## config.mk

```make
export PLATFORM = sky130hd
export DESIGN_NAME = stochastic_multiplier_array
export DESIGN_NICKNAME = d
export VERILOG_FILES = /design/src/rtl/stochastic_multiplier_array.sv
export SDC_FILE = /design/constraint.sdc
export NUM_CORES = 1
export LEC_CHECK = 0
export BUFFER_PORTS_ARGS = -buffer_cell sky130_fd_sc_hd__buf_2
export CAP_MARGIN = 25
export CORE_MARGIN = 2
export CORE_UTILIZATION = 45
export DETAILED_ROUTE_END_ITERATION = 10
export PLACE_DENSITY = 0.77
export SETUP_SLACK_MARGIN = 0.4
export SYNTH_ARGS = -nofsm -noshare
export SYNTH_HDL_FRONTEND = slang
export SYNTH_SLANG_ARGS = --single-unit
export TNS_END_PERCENT = 10
```

## constraint.sdc

```tcl
create_clock -name clk -period 1.9 [get_ports clk]
set_input_delay 0.285 -clock clk [delete_from_list [all_inputs] [get_ports clk]]
set_output_delay 0.285 -clock clk [all_outputs]
set_load 0.01 [all_outputs]
```

## src/rtl/stochastic_multiplier_array.sv

```systemverilog
// Array of stochastic-computing multipliers (AND/XNOR) with optional b-stream
// decorrelation delay and per-lane ones counters over a programmable frame.
module stochastic_multiplier_array #(
    parameter int LANES        = 4,
    parameter int FRAME_W      = 8,
    parameter int DECORR_DEPTH = 0
) (
    input  logic                       clk,
    input  logic                       rst,
    input  logic                       mode,
    input  logic                       start,
    input  logic [FRAME_W-1:0]         frame_len,
    input  logic [LANES-1:0]           a_bits,
    input  logic [LANES-1:0]           b_bits,
    output logic [LANES-1:0]           result_bits,
    output logic                       busy,
    output logic                       done,
    output logic [LANES*FRAME_W-1:0]   counts
);

    localparam logic [1:0] IDLE = 2'd0;
    localparam logic [1:0] RUN  = 2'd1;
    localparam logic [1:0] DONE = 2'd2;

    logic [1:0]         state;
    logic               mode_q;
    logic [FRAME_W-1:0] remaining;
    logic [LANES-1:0]   bd_p0;
    logic [LANES-1:0]   prod_p0;

    // Unipolar encoding multiplies with AND, bipolar with XNOR.
    function automatic logic [LANES-1:0] sc_product(input logic bipolar,
                                                    input logic [LANES-1:0] a,
                                                    input logic [LANES-1:0] b);
        sc_product = bipolar ? ~(a ^ b) : (a & b);
    endfunction

    // Stage p0: decorrelation delay on b, then combinational product.
    generate
        if (DECORR_DEPTH == 0) begin : g_bypass
            assign bd_p0 = b_bits;
        end else begin : g_delay
            logic [LANES-1:0] dly_p0 [DECORR_DEPTH];

            always_ff @(posedge clk or negedge rst) begin
                if (!rst) begin
                    for (int k = 0; k < DECORR_DEPTH; k++) dly_p0[k] <= '0;
                end else begin
                    dly_p0[0] <= b_bits;
                    for (int k = 1; k < DECORR_DEPTH; k++) dly_p0[k] <= dly_p0[k-1];
                end
            end

            assign bd_p0 = dly_p0[DECORR_DEPTH-1];
        end
    endgenerate

    assign prod_p0 = sc_product(mode_q, a_bits, bd_p0);

    // Stage p1: registered product stream, free-running in every state.
    always_ff @(posedge clk or negedge rst) begin
        if (!rst) begin
            result_bits <= '0;
        end else begin
            result_bits <= prod_p0;
        end
    end

    always_ff @(posedge clk or negedge rst) begin
        if (!rst) begin
            state     <= IDLE;
            mode_q    <= 1'b0;
            remaining <= '0;
            counts    <= '0;
        end else begin
            case (state)
                IDLE: begin
                    if (start) begin
                        mode_q    <= mode;
                        remaining <= frame_len;
                        counts    <= '0;
                        state     <= (frame_len != '0) ? RUN : DONE;
                    end
                end
                RUN: begin
                    // Counts cannot wrap: frame_len never exceeds the counter range.
                    for (int i = 0; i < LANES; i++) begin
                        counts[i*FRAME_W +: FRAME_W] <= counts[i*FRAME_W +: FRAME_W]
                                                        + {{(FRAME_W-1){1'b0}}, prod_p0[i]};
                    end
                    remaining <= remaining - {{(FRAME_W-1){1'b0}}, 1'b1};
                    if (remaining == {{(FRAME_W-1){1'b0}}, 1'b1}) state <= DONE;
                end
                DONE:    state <= IDLE;
                default: state <= IDLE;
            endcase
        end
    end

    assign busy = (state != IDLE);
    assign done = (state == DONE);

endmodule

```

==> impl_metrics.tcl <==
set metrics [dict create \
    cp-end-kind "register" \
    row_count 26 \
    dp_hpwl_microns 3975 \
    setup_slack_ps 262.1 \
    grt_pass1_vias 1926 \
    skew_ps 9.154 \
    num_vias 2091 \
    grt_pass1_wl_microns 9597 \
    tns_ps 0 \
    setup_viol 0 \
    totalWireLength_microns 5768 \
    drt_iter0_markers 129 \
    drc 0 \
    avgViaCountPerCell 5.760 \
    min_period_ps 1638 \
    p_total_mw 4.460 \
    postSynthCellCount 228 \
    worstHoldStart "mode" \
    crit_type "register to register" \
    ios 58 \
    worstPathRequired_ps 2150 \
    initial_core_util 0.4693 \
    synth_top_area_frac 0.4845 \
    r2r_slack_ps 260 \
    rr_worst_depth 6 \
    maxCapViolCount 0 \
    crit_path_max_fanout 7 \
    core_sq_um 5172 \
    cts_tree "built" \
    synth-edff-count 0 \
    syn-num-nets 262 \
    synth_async_sr_flop_share 1.000 \
    fin_crit_sh 0.8621 \
    synth-seq-cells 47 \
    avgRoutedWirePerCell_microns 15.89 \
    firstDrtPassIters 6 \
    die_h_microns 77.45 \
    cts-htree-levels 2 \
    antenna_left 0 \
    clk_pin_slew_ps 100 \
    cts_buffer_depth 2 \
    synth_top_cell_by_area "dfrtp_1" \
    die_x_microns 77.45 \
    synth_area_per_cell_sq_um 10.65 \
    io_buffers 57 \
    worstHoldEndpoint "mode_q$_DFFE_PN0P_" \
    min_path_type "primary input to register" \
    status "complete, no violations" \
    root_buffer "clkbuf_8" \
    dieArea_sq_um 5998 \
    tightest_slew_ps 530.9 \
    rsz0062_at_grt "yes" \
    syn_area_sq_um 2427 \
    grtUsageTotal 0.2022 \
    whs_path_depth 2 \
    r2r-start "mode_q$_DFFE_PN0P_" \
    slew_headroom 0.6458 \
    cp.arrival_ps 1880 \
    yosys-top-cells-area "dfrtp_1 (48%), ha_1 (7.2%), mux2i_1 (7.0%)" \
    synth-warning-count 0 \
    gp_congestion 0.8345 \
    place_worst_setup_slack_ps 17.37 \
    nFillCells 451 \
    r2r-end "counts[31]$_DFFE_PN0P_" \
    area_delta_synth_final_pct 27.37 \
    synth_top_cells_by_count "dfrtp_1 (47), nand2_1 (26), mux2i_1 (17)" \
    synth_flop_cell "dfrtp_1" \
    ys_seq_area_frac 0.4845 \
    hold_violations 0 \
    grt-ovfl-total 0 \
    timing.fmax_ghz 0.6105 \
    grt_max_degree 48 \
    finalNetCount 326 \
    layout-drive-gt1-share 0.3413 \
    diodes 0 \
    clkLatencyLatePin_ps 310 \
    antenna_found_initial 0 \
    synth_most_common_cell "dfrtp_1" \
    cts_sinks 47 \
    pwr_density_cell_nw_per_um2 1443 \
    startpoint_type "register" \
    vdd_ir_drop_max_uv 765.5 \
    slew_viol_final 0 \
    cts_buffers 5 \
    synth_cell_type_count 48 \
    leakagePower_nw 1.491 \
]
flip-flops by register name (all words and copies together) (netlist names):
name / cells
counts: 32
mode_q: 1
remaining: 8
result_bits: 4
state: 2
per-layer routing:
layer	up-vias	share of wire	track usage
li1	992	-	-
met1	1013	0.46	0.2821
met2	74	0.48	0.3139
met3	12	0.044	0.03488
met4	0	0.014	0.08036
met5	-	0	0
repair_timing:
item                       in CTS  in global routing
hold buffers                    1                  0
gates resized for setup         3                  7
setup endpoints to repair      38                 36
pin swaps                       2                  1
hold endpoints to repair       47                  0
buffers inserted                2                  1
worst max-delay path: stages (launching register included):
cell,delay (ps)
dfrtp_2,470
mux2i_2,270
ha_1,230
nand4b_1,120
buf_4,170
nor3_2,120
mux2i_1,200
report_power, final:
group / switching, mW / leakage, nW / total [mW] / internal (mW)
logic: 0.973 / 0.832 / 1.93 / 0.955
clock network: 0.376 / 0.0587 / 0.775 / 0.399
registers: 0.411 / 0.600 / 1.76 / 1.35
layout by cell type, fill, tap and decap left out, types with 5 or more instances in the layout:
master	n
a22o_1	8
buf_2	57
buf_4	9
clkbuf_8	5
dfrtp_1	46
ha_1	6
ha_4	6
inv_1	9
mux2i_1	16
nand2_1	26
nand4_1	9
o211ai_1	6
o21ai_0	6
o31ai_1	5
through the flow:
step / cell area [sq um] / cells / utilization / hold slack, ps
2_1_floorplan: 2504 / 228 / - / -10.59
3_3_place_gp: 2898 / 351 / 0.5602 / 291.0
3_5_place_dp: 2898 / 351 / 0.5602 / 291.3
4_1_cts: 3054 / 362 / 0.5905 / 206.8
5_1_grt: 3092 / 363 / 0.5977 / 204.8
6_report: 3092 / 363 / 0.5977 / 212.2
kinds of logic after synthesis:
group           count (synthesis)  share of synthesized area
flops                          47                     0.4845
compound gates                 53                     0.1644
buf+inv                        20                    0.03144
mux                            18                    0.07474
simple gates                   75                     0.1691
fa+ha+maj                      14                    0.07217
xor+xnor                        1                   0.003609
area by class of cell:
class                      count  area [sq um]  area share
clock inverter                 3         47.55     0.01538
tap                           70         87.58     0.02833
clock buffer                   5         68.82     0.02226
sequential                    47          1177      0.3808
timing repair buffer          68         382.9      0.1238
inverter                       9         33.78     0.01093
multi-input combinational    161          1294      0.4185
worst max path at each step:
stage,start,cells past startpoint,endpoint
CTS,mode_q$_DFFE_PN0P_,7,counts[2]$_DFFE_PN0P_
floorplan,mode_q$_DFFE_PN0P_,7,counts[22]$_DFFE_PN0P_
global route,mode_q$_DFFE_PN0P_,6,counts[23]$_DFFE_PN0P_
detailed placement,a_bits[3],7,counts[27]$_DFFE_PN0P_
finish,mode_q$_DFFE_PN0P_,6,counts[31]$_DFFE_PN0P_
global placement,a_bits[3],7,counts[31]$_DFFE_PN0P_
Note: power is estimated with default switching activity, not from simulation.
